`src/rtl/ls_stage.sv`:
```
// Load/store pipeline stage: passes ALU results through, or issues one bus
// request per memory op and formats the response into a writeback beat.
module ls_stage #(
  parameter int XLEN = 32
) (
  input  logic            clk_i,
  input  logic            rst_i,
  input  logic            m_valid_i,
  output logic            m_ready_o,
  input  logic            m_wenReg_i,
  input  logic [4:0]      m_rd_i,
  input  logic [XLEN-1:0] m_res_i,
  input  logic [XLEN-1:0] m_src1_i,
  input  logic            m_wenMem_i,
  input  logic            m_renMem_i,
  input  logic            m_is_load_signed_i,
  input  logic [3:0]      m_mask_i,
  output logic            req_valid_o,
  input  logic            req_ready_i,
  output logic            req_wen_o,
  output logic [XLEN-1:0] req_addr_o,
  output logic [XLEN-1:0] req_wdata_o,
  output logic [3:0]      req_wstrb_o,
  input  logic            rsp_valid_i,
  output logic            rsp_ready_o,
  input  logic [XLEN-1:0] rsp_rdata_i,
  input  logic            rsp_err_i,
  output logic            w_valid_o,
  input  logic            w_ready_i,
  output logic            w_wenReg_o,
  output logic [4:0]      w_rd_o,
  output logic [XLEN-1:0] w_data_o,
  output logic            w_err_o
);

  typedef enum logic [1:0] {IDLE, REQ, RESP, WB} state_e;

  state_e          state_q, state_d;
  logic            run_q;
  logic            wen_reg_q, wen_reg_d;
  logic [4:0]      rd_q, rd_d;
  logic [XLEN-1:0] res_q, res_d;
  logic [XLEN-1:0] src1_q, src1_d;
  logic            wen_mem_q, wen_mem_d;
  logic            signed_q, signed_d;
  logic [3:0]      mask_q, mask_d;
  logic [XLEN-1:0] w_data_q, w_data_d;
  logic            w_err_q, w_err_d;
  logic            w_wen_q, w_wen_d;

  logic            accept;
  logic            m_mem;
  logic            m_illegal;
  logic [XLEN-1:0] rsp_shift;
  logic [XLEN-1:0] load_data;

  // run_q keeps m_ready_o low until the first edge after reset releases
  assign m_ready_o = (state_q == IDLE) & run_q;
  assign accept    = m_valid_i & m_ready_o;
  assign m_mem     = m_wenMem_i | m_renMem_i;
  assign m_illegal = m_mem & ((m_wenMem_i & m_renMem_i) |
                              ((m_mask_i == 4'b0011) & m_res_i[0]) |
                              ((m_mask_i == 4'b1111) & (|m_res_i[1:0])));

  assign rsp_shift = rsp_rdata_i >> {res_q[1:0], 3'b000};

  always_comb begin
    case (mask_q)
      4'b0001: load_data = {{(XLEN-8){signed_q & rsp_shift[7]}}, rsp_shift[7:0]};
      4'b0011: load_data = {{(XLEN-16){signed_q & rsp_shift[15]}}, rsp_shift[15:0]};
      default: load_data = rsp_shift;
    endcase
  end

  always_comb begin
    state_d   = state_q;
    wen_reg_d = wen_reg_q;
    rd_d      = rd_q;
    res_d     = res_q;
    src1_d    = src1_q;
    wen_mem_d = wen_mem_q;
    signed_d  = signed_q;
    mask_d    = mask_q;
    w_data_d  = w_data_q;
    w_err_d   = w_err_q;
    w_wen_d   = w_wen_q;
    case (state_q)
      IDLE: begin
        if (accept) begin
          wen_reg_d = m_wenReg_i;
          rd_d      = m_rd_i;
          res_d     = m_res_i;
          src1_d    = m_src1_i;
          wen_mem_d = m_wenMem_i;
          signed_d  = m_is_load_signed_i;
          mask_d    = m_mask_i;
          if (!m_mem) begin
            state_d  = WB;
            w_data_d = m_res_i;
            w_wen_d  = m_wenReg_i;
            w_err_d  = 1'b0;
          end else if (m_illegal) begin
            state_d  = WB;
            w_data_d = '0;
            w_wen_d  = 1'b0;
            w_err_d  = 1'b1;
          end else begin
            state_d  = REQ;
          end
        end
      end
      REQ: begin
        if (req_ready_i) state_d = RESP;
      end
      RESP: begin
        if (rsp_valid_i) begin
          state_d = WB;
          if (rsp_err_i) begin
            w_data_d = '0;
            w_wen_d  = 1'b0;
            w_err_d  = 1'b1;
          end else begin
            w_data_d = wen_mem_q ? '0 : load_data;
            w_wen_d  = wen_reg_q;
            w_err_d  = 1'b0;
          end
        end
      end
      WB: begin
        if (w_ready_i) state_d = IDLE;
      end
      default: state_d = IDLE;
    endcase
  end

  always_ff @(posedge clk_i or posedge rst_i) begin
    if (rst_i) begin
      state_q   <= IDLE;
      run_q     <= 1'b0;
      wen_reg_q <= 1'b0;
      rd_q      <= '0;
      res_q     <= '0;
      src1_q    <= '0;
      wen_mem_q <= 1'b0;
      signed_q  <= 1'b0;
      mask_q    <= '0;
      w_data_q  <= '0;
      w_err_q   <= 1'b0;
      w_wen_q   <= 1'b0;
    end else begin
      state_q   <= state_d;
      run_q     <= 1'b1;
      wen_reg_q <= wen_reg_d;
      rd_q      <= rd_d;
      res_q     <= res_d;
      src1_q    <= src1_d;
      wen_mem_q <= wen_mem_d;
      signed_q  <= signed_d;
      mask_q    <= mask_d;
      w_data_q  <= w_data_d;
      w_err_q   <= w_err_d;
      w_wen_q   <= w_wen_d;
    end
  end

  assign req_valid_o = (state_q == REQ);
  assign req_wen_o   = req_valid_o & wen_mem_q;
  assign req_addr_o  = req_valid_o ? res_q : '0;
  assign req_wstrb_o = req_wen_o ? (mask_q << res_q[1:0]) : 4'b0000;
  assign req_wdata_o = req_valid_o ? (src1_q << {res_q[1:0], 3'b000}) : '0;
  assign rsp_ready_o = (state_q == RESP);
  assign w_valid_o   = (state_q == WB);
  assign w_wenReg_o  = w_wen_q;
  assign w_rd_o      = rd_q;
  assign w_data_o    = w_data_q;
  assign w_err_o     = w_err_q;

endmodule

```
`config.mk`:
```
export PLATFORM = sky130hd
export DESIGN_NAME = ls_stage
export DESIGN_NICKNAME = d
export VERILOG_FILES = /design/src/rtl/ls_stage.sv
export SDC_FILE = /design/constraint.sdc
export NUM_CORES = 1
export LEC_CHECK = 0
export CORE_MARGIN = 2
export CORE_UTILIZATION = 50
export CTS_BUF_LIST = sky130_fd_sc_hd__clkbuf_4
export CTS_CLUSTER_SIZE = 30
export DETAILED_ROUTE_END_ITERATION = 6
export PLACE_DENSITY = 0.93
export SYNTH_ARGS = -nofsm -noshare
export SYNTH_HDL_FRONTEND = slang
export SYNTH_SLANG_ARGS = --single-unit
```
`constraint.sdc`:
```
create_clock -name clk_i -period 11.99 [get_ports clk_i]
set_clock_uncertainty 0.05 [all_clocks]
set_input_delay 2.398 -clock clk_i [delete_from_list [all_inputs] [get_ports clk_i]]
set_output_delay 2.398 -clock clk_i [all_outputs]
set_load 0.005 [all_outputs]
```
# ---- After elaboration in Yosys (flattened, before gate mapping)
# Cells that the tools add are included.
dict set report word_totals {
  reg_bits 113
  in_bits 116
  out_inout_bits 112
}
dict set report op_classes {
  n_eq_ne 12
  shift 3
  muxes 30
  bitwise 12
  reduce_logical 6
}
# cell count
set ops {}
lappend ops {{32-bit 2-to-1 mux} 8}
lappend ops {{32-bit case mux with 2 select lines} 2}
lappend ops {{32-bit by 5-bit left shift with 32-bit output} 1}
lappend ops {{32-bit by 5-bit right shift with 32-bit output} 1}
lappend ops {{2-bit 2-to-1 mux} 6}
lappend ops {{1-bit 2-to-1 mux} 10}
lappend ops {{1-bit bitwise AND} 9}
lappend ops {{4-bit by 2-bit equality test with 1-bit output (second input constant)} 2}
lappend ops {{2-bit case mux with 4 select lines} 1}
lappend ops {{4-bit AND reduction} 2}
lappend ops {{2-bit equality test (second input constant)} 2}
lappend ops {{4-bit by 1-bit equality test with 1-bit output (second input constant)} 1}
lappend ops {{4-bit equality test (second input constant)} 1}
lappend ops {{4-bit 2-to-1 mux} 1}
lappend ops {{2-bit by 1-bit != test with 1-bit output (second input constant)} 2}
lappend ops {{2-bit != test (second input constant)} 2}
lappend ops {{1-bit case mux with 2 select lines} 2}
lappend ops {{4-bit by 2-bit left shift with 4-bit output} 1}
lappend ops {{3-bit != test (second input constant)} 1}
lappend ops {{1-bit OR} 3}
lappend ops {{2-bit by 1-bit equality test with 1-bit output (second input constant)} 1}
lappend ops {{2-bit zero test} 1}
lappend ops {{2-bit AND reduction} 1}
lappend ops {{2-bit nonzero test} 1}
lappend ops {{2-bit OR reduction} 1}

# ---- Logic depth before layout (Yosys ltp)
# Gate-level depths: netlist of the first run.
dict set report logic_depth {
  word_depth 9
  mapped_depth 8
  ltp_nobuf 6
}

# ---- Worst setup path before layout of the first run
# Ideal clock, no wire load.
dict set report synth_path {
  kind {reg2out}
  from {reg res_q[0]}
  to {out req_wdata_o[24]}
  t_arrival_ps 1650
  required_ps 9542
  slack_ps 7892
  path_stages_with_launch 7
  path_cell_list {dfrtp_1 buf_2 buf_2 buf_4 buf_2 mux2_2 o211a_1}
}
dict set report synth_between {
  elab_chain_len 2
}
# item line_no
set synth_lines {}
lappend synth_lines {{from (decl)} 42} ;# logic [XLEN-1:0] res_q, res_d;
lappend synth_lines {{from (signal assigned)} 155} ;# res_q <= res_d;
lappend synth_lines {{32-bit by 5-bit left shift with 32-bit output} 170} ;# assign req_wdata_o = req_valid_o ? (src1_q << {res_q[1:0], 3'b000}) : '0;
lappend synth_lines {{32-bit 2-to-1 mux} 170}
lappend synth_lines {{to (decl)} 22} ;# output logic [XLEN-1:0] req_wdata_o,
# No other way between the ends.

# ---- Final worst setup path of the first run
dict set report layout_path {
  from {reg res_q[0]}
  to {out req_wdata_o[21]}
}
# Same word-level chain as after synthesis.

==> results.txt, run 1 <==
adder-cell area share of the yosys netlist = 0.00981
mean routed wirelength per cell = 21.0 um
Worst Path Arrival = 3560 ps
Pwr Density = 240 nW/um^2
FF+latch count, synth = 113
NumNets Final = 887
root buf cell = clkbuf_4
clock edge transition at the registers on the reported setup and hold paths = 100 ps
GRT busiest layer = met2
mux cell area share after synthesis = 0.245
Clock Power Share = 0.147
clk buf depth = 2
Final Instance Count excl. Fillers = 952
internal power = 1.37 mW
fin crit share = 0.501
leakage power = 3.90 nW
io pins = 228
synthesized area per cell = 11.4 um^2
Via-to-Cell Ratio = 5.81
core region area = 12500 um^2
drt first pass iters = 6
sw frac = 0.370
Synth Area in XOR/XNOR = 0.00275
worst-path cell chain = nor2b_1 > nand2_1 > o21ai_0 > and2_1 > clkdlybuf4s50_1
TritonCTS buffer count = 17
Max Freq = 167 MHz
Starting Density = 0.509
Async SR Flop Fraction = 1.00
GRT Overall Usage = 0.293
# port buffers = 227
vias in the first global route = 5527
Rows = 41
setup slack, reg-to-reg = 8930 ps
die width = 117 um
GPL Wtd Cong = 0.860
worst-margin pin slew = 1300 ps
CP max stage delay = 1140 ps
syn_nets = 682
Max Slew Vio Count = 0
Slew Limit Headroom = 0.131
sw power = 0.803 mW
Setup Buffers After CTS = 0
min-delay worst type = reg -> reg
Yosys cell types = 45
met3 Resource Use GR = 0.0875
Congestion Overflow GR = 0
Simple-Gate Fraction of Synth Area = 0.128
Post-Route WL = 20000 um
Compound-Gate Fraction of Synth Area = 0.123
required time worst endpoint = 9540 ps
final setup vio count = 0
ANT nets after route = 0
Residual DRC = 0
CTS tree = done
ys flop type = dfrtp_1
CP max-delay cell = nor2b_1
Area growth, synth to finish = 41.5%
setup TNS = 0 ps
global-route wire length before repair = 30000 um
Seq pwr share = 0.348
largest net degree at the start of global routing = 77
Cells after DPL = 919
outcome = complete, no violations
Post-Synthesis Cells = 561
Die Ht = 117 um
Die ar. = 13700 um^2
Initial DRC Count = 428
worst-skew pair later-pin latency = 540 ps
CTS Hold Bufs = 0
post-synthesis sequential area ratio = 0.443
number of max-cap violations = 0
met1 usage = 0.370
htree depth = 4
Sink Count = 113
antenna violations before repair = 1
PostCTS Resize Cnt = 0
EDFF count, synth = 0
share of cells above drive strength 1 = 0.193
dpl hpwl = 14300 um
Peak VDD IR = 0.166 mV
Worst Setup End Kind = output port
CP Max Fanout = 73
met2 GRT Util = 0.479
synthesized area = 6380 um^2
Comb power frac = 0.506
YS warnings = 0
RSZ-0062 raised after global routing = false
Tmin final = 6000 ps
largest family of logic cells by synthesized area = multiplexers
Final Util = 0.721
number of fill cells = 902
critical path class = reg -> out
Startpoint Class = register
DR vias = 5527
final-report hold violation count = 0
==> registers in the layout (all words and copies together) (netlist names) <==
name	count
res_q	32
src1_q	32
w_data_o	32
w_rd_o	5
mask_q	4
state_q	2
run_q	1
signed_q	1
w_err_o	1
w_wenReg_o	1
wen_mem_q	1
wen_reg_q	1
==> cell usage in the layout (no fill, tap or decap), drive strengths merged, types with 7 or more instances in the layout <==
cell type	count
o21ai	9
o2bb2ai	7
clkinv	7
clkdlybuf4s50	227
inv	24
a2111oi	16
a211o	16
mux2	104
o211a	9
nor2	14
nand2	28
dfrtp	113
clkbuf	17
nor2b	10
a32oi	16
and2	58
nor4b	8
mux2i	37
nor3	9
a32o	7
==> power by group through the flow <==
stage	clock [mW]	sequential, mW	combinational (mW)
6_report	0.319	0.753	1.10
5_1_grt	0.344	0.773	1.18
4_1_cts	0.322	0.748	1.10
3_5_place_dp	0	0.751	1.09
3_3_place_gp	0	0.736	1.04
2_1_floorplan	0	0.665	0.689
==> final timing paths <==
kind                                 from               to  depth (start not counted)
worst min register to register  res_q[17]        res_q[17]                          1
worst max register to register   res_q[0]     w_data_o[25]                          4
worst min-delay path            res_q[17]        res_q[17]                          1
min in group asynchronous           rst_i        src1_q[0]                          2
max in group asynchronous           rst_i      w_data_o[9]                          3
worst max-delay path             res_q[0]  req_wdata_o[21]                          5
==> Yosys cell counts, drive strengths merged (3+ instances only) <==
master     n  area [um^2]
dfrtp    113         2830
mux2     104         1170
and2      58          363
mux2i     37          370
nand2     28          105
clkbuf    24         90.1
inv       23         86.3
buf       21          121
a2111oi   16          140
a211o     16          140
a32oi     16          140
nor2      14         52.6
nor2b     10         62.6
nor3       9         45.0
o211a      9         90.1
o21ai      9         45.0
nor4b      8         82.6
a32o       7         70.1
o2bb2ai    7         61.3
ha         5         62.6
a22o       3         26.3
nor3b      3         38.8
==> worst max-delay path, delay by kind of cell, from the launching register on <==
family,cells,cell delay (ps)
compound gates,1,140
buf+inv,1,510
simple gates,3,1500
flops,1,840
==> cells by family (layout without fill, tap and decap cells) <==
logic type               count (synthesis)  in the layout
AO/OA/AOI/OAI                           91             91
XOR/XNOR                                 2              2
flip-flops                             113            113
multiplexers                           142            142
AND/OR/NAND/NOR                        139            139
adder cells (fa/ha/maj)                  5              5
buffers and inverters                   68            286
other                                    1              2
==> cell type report <==
cell class / count / area [um^2] / share of cell area
Tap cell: 172 / 215 / 0.0238
Inverter: 23 / 88.8 / 0.00984
Sequential cell: 113 / 2830 / 0.314
Timing Repair Buffer: 231 / 2300 / 0.255
Clock buffer: 17 / 128 / 0.0141
Multi-Input combinational cell: 380 / 3260 / 0.362
Clock inverter: 15 / 191 / 0.0212
Antenna cell: 1 / 2.50 / 0.000277
==> through the flow <==
| step | cell area, um^2 | power [mW] | setup slack, ps | hold slack (ps) |
|---|---|---|---|---|
| 6_report | 9020 | 2.17 | 5990 | 458 |
| 5_1_grt | 9020 | 2.30 | 5840 | 463 |
| 4_1_cts | 9020 | 2.17 | 6040 | 460 |
| 3_5_place_dp | 8700 | 1.84 | 6650 | 435 |
| 3_3_place_gp | 8700 | 1.77 | 6780 | 430 |
| 2_1_floorplan | 6380 | 1.35 | 6550 | 420 |
==> layer usage <==
| layer | up-vias | share of wire |
|---|---|---|
| li1 | 2466 | - |
| met1 | 2737 | 0.40 |
| met2 | 272 | 0.49 |
| met3 | 52 | 0.079 |
| met4 | 0 | 0.031 |
| met5 | - | 0 |
Note: power is estimated with default switching activity, not from simulation.
==> inputs of run 2 (changes only) <==
--- a/config.mk
+++ b/config.mk
@@ -6,11 +6,11 @@
 export NUM_CORES = 1
 export LEC_CHECK = 0
 export CORE_MARGIN = 2
-export CORE_UTILIZATION = 50
+export CORE_UTILIZATION = 42
 export CTS_BUF_LIST = sky130_fd_sc_hd__clkbuf_4
 export CTS_CLUSTER_SIZE = 30
 export DETAILED_ROUTE_END_ITERATION = 6
-export PLACE_DENSITY = 0.93
+export PLACE_DENSITY = 0.84
 export SYNTH_ARGS = -nofsm -noshare
 export SYNTH_HDL_FRONTEND = slang
 export SYNTH_SLANG_ARGS = --single-unit
==> constraint.sdc (replaced) <==
create_clock -name clk_i -period 5.2 [get_ports clk_i]
set_clock_uncertainty 0.05 [all_clocks]
set_input_delay 1.04 -clock clk_i [delete_from_list [all_inputs] [get_ports clk_i]]
set_output_delay 1.04 -clock clk_i [all_outputs]
set_load 0.005 [all_outputs]
==> run 2 against run 1 <==
  * Setup slack worse by 5000 ps
  * Register-to-register slack worse by 6800 ps
  * Count of clock-buffer cells in the layout up 3
  * Clock power up 130%
  * Via count down 2.1%
  * Sequential share of layout area down 0.074 points
  * Critical path depth unchanged
  * Hold slack better by 0.67 ps
  * Global-route usage down 5.2 points
  * Routed wire length down 2.2%
  * Power up 130%
  * First-iteration DRC count down 27%
==> results.txt, run 2 (synthesis results as in run 1) <==
Tmin final = 4210 ps
Startpoint Class = register
leakage power = 3.91 nW
Area growth, synth to finish = 41.9%
Congestion Overflow GR = 0
mean routed wirelength per cell = 20.2 um
drt first pass iters = 5
Initial DRC Count = 312
worst-margin pin slew = 1330 ps
Rows = 45
GRT Overall Usage = 0.241
RSZ-0062 raised after global routing = false
Final WS setup = 986 ps
core region area = 15000 um^2
min-delay worst type = reg -> reg
Sink Count = 113
Max Slew Vio Count = 0
final hold slack = 459 ps
Starting Density = 0.424
setup TNS = 0 ps
clk buf depth = 2
Tot Pwr = 4.97 mW
TritonCTS buffer count = 17
largest net degree at the start of global routing = 80
clock edge transition at the registers on the reported setup and hold paths = 100 ps
required time worst endpoint = 4110 ps
critical path class = reg -> out
number of max-cap violations = 0
ANT nets after route = 0
Worst Path Arrival = 3120 ps
Pwr Density = 550 nW/um^2
CTS Hold Bufs = 0
PostCTS Resize Cnt = 0
vias in the first global route = 5569
root buf cell = clkbuf_4
# port buffers = 227
Die ar. = 16200 um^2
Residual DRC = 0
final setup vio count = 0
most frequent cells in the layout = clkdlybuf4s50_1 (227), dfrtp_1 (111), mux2_2 (104), and2_1 (58), mux2i_1 (37)
final-report hold violation count = 0
GPL Wtd Cong = 0.857
Max Freq = 237 MHz
io pins = 228
Post-Route WL = 19600 um
Setup Buffers After CTS = 0
Via-to-Cell Ratio = 5.59
NumNets Final = 887
dpl ws = 1110 ps
htree depth = 4
antenna violations before repair = 1
Die Ht = 127 um
Peak VDD IR = 0.420 mV
worst-skew pair later-pin latency = 530 ps
share of cells above drive strength 1 = 0.196
DR vias = 5409
fin crit share = 0.810
outcome = complete, no violations
Multi-input gate area = 3270 um^2
global-route wire length before repair = 30200 um
number of fill cells = 1178
commonest non-fill, non-tap cell in the layout = clkdlybuf4s50_1
Final Util = 0.602
FF+latch area = 2830 um^2
CP Max Fanout = 34
CTS tree = done
Worst Setup End Kind = output port
Slew Limit Headroom = 0.110
die width = 127 um
dpl hpwl = 14200 um
run 2: changes by cell type in the layout (fill, tap and decap cells not counted), sizes merged:
| cell | before | now |
|---|---|---|
| clkinvlp | 3 | 1 |
| inv | 24 | 23 |
| clkbuf | 17 | 20 |
run 2: worst max-delay path, stage by stage, from the launching register on:
cell and delay [ps]:
dfrtp_2 740, buf_4 380, nand2b_1 490, nor2_1 230
and3_1 300, clkdlybuf4s50_1 440
run 2: path summary, 6_finish.rpt:
path                       depth (start not counted)             end      from  slack (ps)
setup / recovery                                   5  req_wstrb_o[0]  res_q[1]         990
hold / removal                                     1        res_q[8]  res_q[8]         460
setup reg to reg                                   4    w_data_o[25]  res_q[0]        2130
hold reg to reg                                    1        res_q[8]  res_q[8]         460
max in group asynchronous                          3       res_q[18]     rst_i        3050
min in group asynchronous                          2       res_q[30]     rst_i        1030
run 2: per-stage QoR:
| step | cell area [um^2] | cells |
|---|---|---|
| global placement | 8720 | 935 |
| floorplan | 6380 | 561 |
| detailed placement | 8720 | 935 |
| finish | 9040 | 968 |
| global route | 9040 | 968 |
| CTS | 9040 | 967 |
run 2: final cells by class:
class | count | share of cell area
multi-input cells | 380 | 0.361
flip-flops and latches | 113 | 0.313
repair buffers | 231 | 0.255
well taps | 188 | 0.0260
clock inverters | 12 | 0.0183
clock buffers | 20 | 0.0166
inverters | 23 | 0.00982
diodes | 1 | 0.000277
run 2: power by group:
| part | leakage, nW | total [mW] | internal (mW) | switching [mW] |
|---|---|---|---|---|
| sequential | 1.37 | 1.76 | 1.32 | 0.446 |
| combinational | 2.36 | 2.47 | 1.45 | 1.02 |
| clock | 0.174 | 0.736 | 0.392 | 0.344 |
run 2: metal layers:
layer | GRT usage | routed length (um) | share of wire
met3 | 0.0653 | 1270 | 0.065
met1 | 0.308 | 8310 | 0.42
met2 | 0.389 | 9480 | 0.48
met4 | 0.0989 | 534 | 0.027
met5 | 0 | 0 | 0
==> inputs of run 3 (changes only) <==
--- a/config.mk
+++ b/config.mk
@@ -6,11 +6,11 @@
 export NUM_CORES = 1
 export LEC_CHECK = 0
 export CORE_MARGIN = 2
-export CORE_UTILIZATION = 42
+export CORE_UTILIZATION = 47
 export CTS_BUF_LIST = sky130_fd_sc_hd__clkbuf_4
 export CTS_CLUSTER_SIZE = 30
 export DETAILED_ROUTE_END_ITERATION = 6
-export PLACE_DENSITY = 0.84
+export PLACE_DENSITY = 0.88
 export SYNTH_ARGS = -nofsm -noshare
 export SYNTH_HDL_FRONTEND = slang
 export SYNTH_SLANG_ARGS = --single-unit
==> constraint.sdc (replaced) <==
create_clock -name clk_i -period 4.3 [get_ports clk_i]
set_clock_uncertainty 0.05 [all_clocks]
set_input_delay 0.86 -clock clk_i [delete_from_list [all_inputs] [get_ports clk_i]]
set_output_delay 0.86 -clock clk_i [all_outputs]
set_load 0.005 [all_outputs]
==> run 3 against run 2 <==
  * Combinational power up 26%
  * Hold slack worse by 2.4 ps
  * Count of clock-buffer cells in the layout unchanged
  * Critical path depth up 1
==> results.txt, run 3 (synthesis results as in run 1) <==
Worst Hold End = res_q[25]
global-route wire length before repair = 30100 um
CP max stage delay = 680 ps
core region area = 13200 um^2
required time worst endpoint = 3390 ps
leakage power = 3.88 nW
dpl hpwl = 14100 um
Die ar. = 14500 um^2
RSZ-0062 raised after global routing = false
highest metal used = met4
# port buffers = 227
routed wl met2 = 9350 um
worst-margin pin slew = 1270 ps
Die Ht = 120 um
r2r startpoint = res_q[0]
Final Util = 0.677
Startpoint Class = register
htree depth = 4
outcome = complete, no violations
hold_sp = res_q[25]
CP Max Fanout = 32
Sink Count = 113
PostCTS Resize Cnt = 0
DR vias = 5476
routed length on met3 = 1420 um
Area growth, synth to finish = 40.6%
worst r2r dst = w_data_o[24]
commonest non-fill, non-tap cell in the layout = clkdlybuf4s50_1
worst-skew pair later-pin latency = 540 ps
drt first pass iters = 5
Pwr Density = 649 nW/um^2
fin crit share = 0.890
worst-path cell chain = nor2b_1 > buf_4 > nand2_1 > o21ai_0 > and2_1 > clkdlybuf4s50_1
Rows = 42
NumNets Final = 890
Via-to-Cell Ratio = 5.72
final setup vio count = 0
vias in the first global route = 5532
TritonCTS buffer count = 17
io pins = 228
Hold Path Depth = 1
Congestion Overflow GR = 0
setup TNS = 0 ps
CP max-delay cell = dfrtp_4
FF-to-FF path depth = 5
antenna violations before repair = 1
min-delay worst type = reg -> reg
Residual DRC = 0
Slew Limit Headroom = 0.150
Max Freq = 261 MHz
Tot Pwr = 5.82 mW
CTS tree = done
clock edge transition at the registers on the reported setup and hold paths = 90 ps
setup slack, reg-to-reg = 1100 ps
GRT Overall Usage = 0.268
largest net degree at the start of global routing = 77
die width = 120 um
number of max-cap violations = 0
Worst Setup End Kind = output port
Post-Route WL = 19300 um
mean routed wirelength per cell = 20.2 um
final-report hold violation count = 0
clk buf depth = 2
WL met1 = 8130 um
ANT nets after route = 0
Worst Path Arrival = 2920 ps
critical path class = reg -> out
CTS Hold Bufs = 0
Setup Buffers After CTS = 0
Peak VDD IR = 0.494 mV
Initial DRC Count = 373
Starting Density = 0.481
Max Slew Vio Count = 0
most frequent cells in the layout = clkdlybuf4s50_1 (227), dfrtp_1 (111), mux2_2 (104), and2_1 (58), mux2i_1 (37)
root buf cell = clkbuf_4
share of cells above drive strength 1 = 0.190
Tmin final = 3830 ps
GPL Wtd Cong = 0.932
## run 3: stage by stage
stage	hold WS (ps)	area [um^2]	setup WS, ps	instances
after floorplan	420	6380	403	561
after global placement	430	8740	1130	926
after detailed placement	439	8740	1060	926
after CTS	461	8960	468	956
after global routing	472	8970	298	957
final	457	8970	474	957
## run 3: final cells by class
cell class	instances	area, um^2
fill	987	4280
multi-input combinational	380	3260
clock inverter	10	71.3
inverter	23	88.8
sequential	113	2830
timing repair buffer	234	2340
tap	176	220
antenna	1	2.50
clock buffer	20	150
## run 3: worst max-delay path by stage
| stage | from | end | cells past startpoint |
|---|---|---|---|
| after CTS | res_q[0] | req_wdata_o[22] | 6 |
| final | res_q[0] | req_wdata_o[22] | 6 |
| after floorplan | rst_i | mask_q[0] | 1 |
| after detailed placement | res_q[0] | req_wdata_o[22] | 6 |
| after global placement | res_q[0] | req_wdata_o[22] | 6 |
| after global routing | res_q[0] | req_wdata_o[22] | 6 |
## run 3: worst max-delay path: cells and delay by family (launching register included)
kind,cells,cell delay (ps)
flip-flops,1,680
buffers and inverters,2,780
AO/OA/AOI/OAI,1,80
AND/OR/NAND/NOR,3,830
## run 3: layer usage
metal	GRT usage	vias to the layer above
li1	-	2461
met1	0.351	2725
met2	0.432	256
met3	0.0679	34
met4	0.0974	0
met5	0	-
## run 3: report_power, final
group          leakage, nW  switching, mW  internal, mW
combinational         2.38           1.33          1.77
clock                0.126          0.386         0.286
sequential            1.37          0.457          1.60
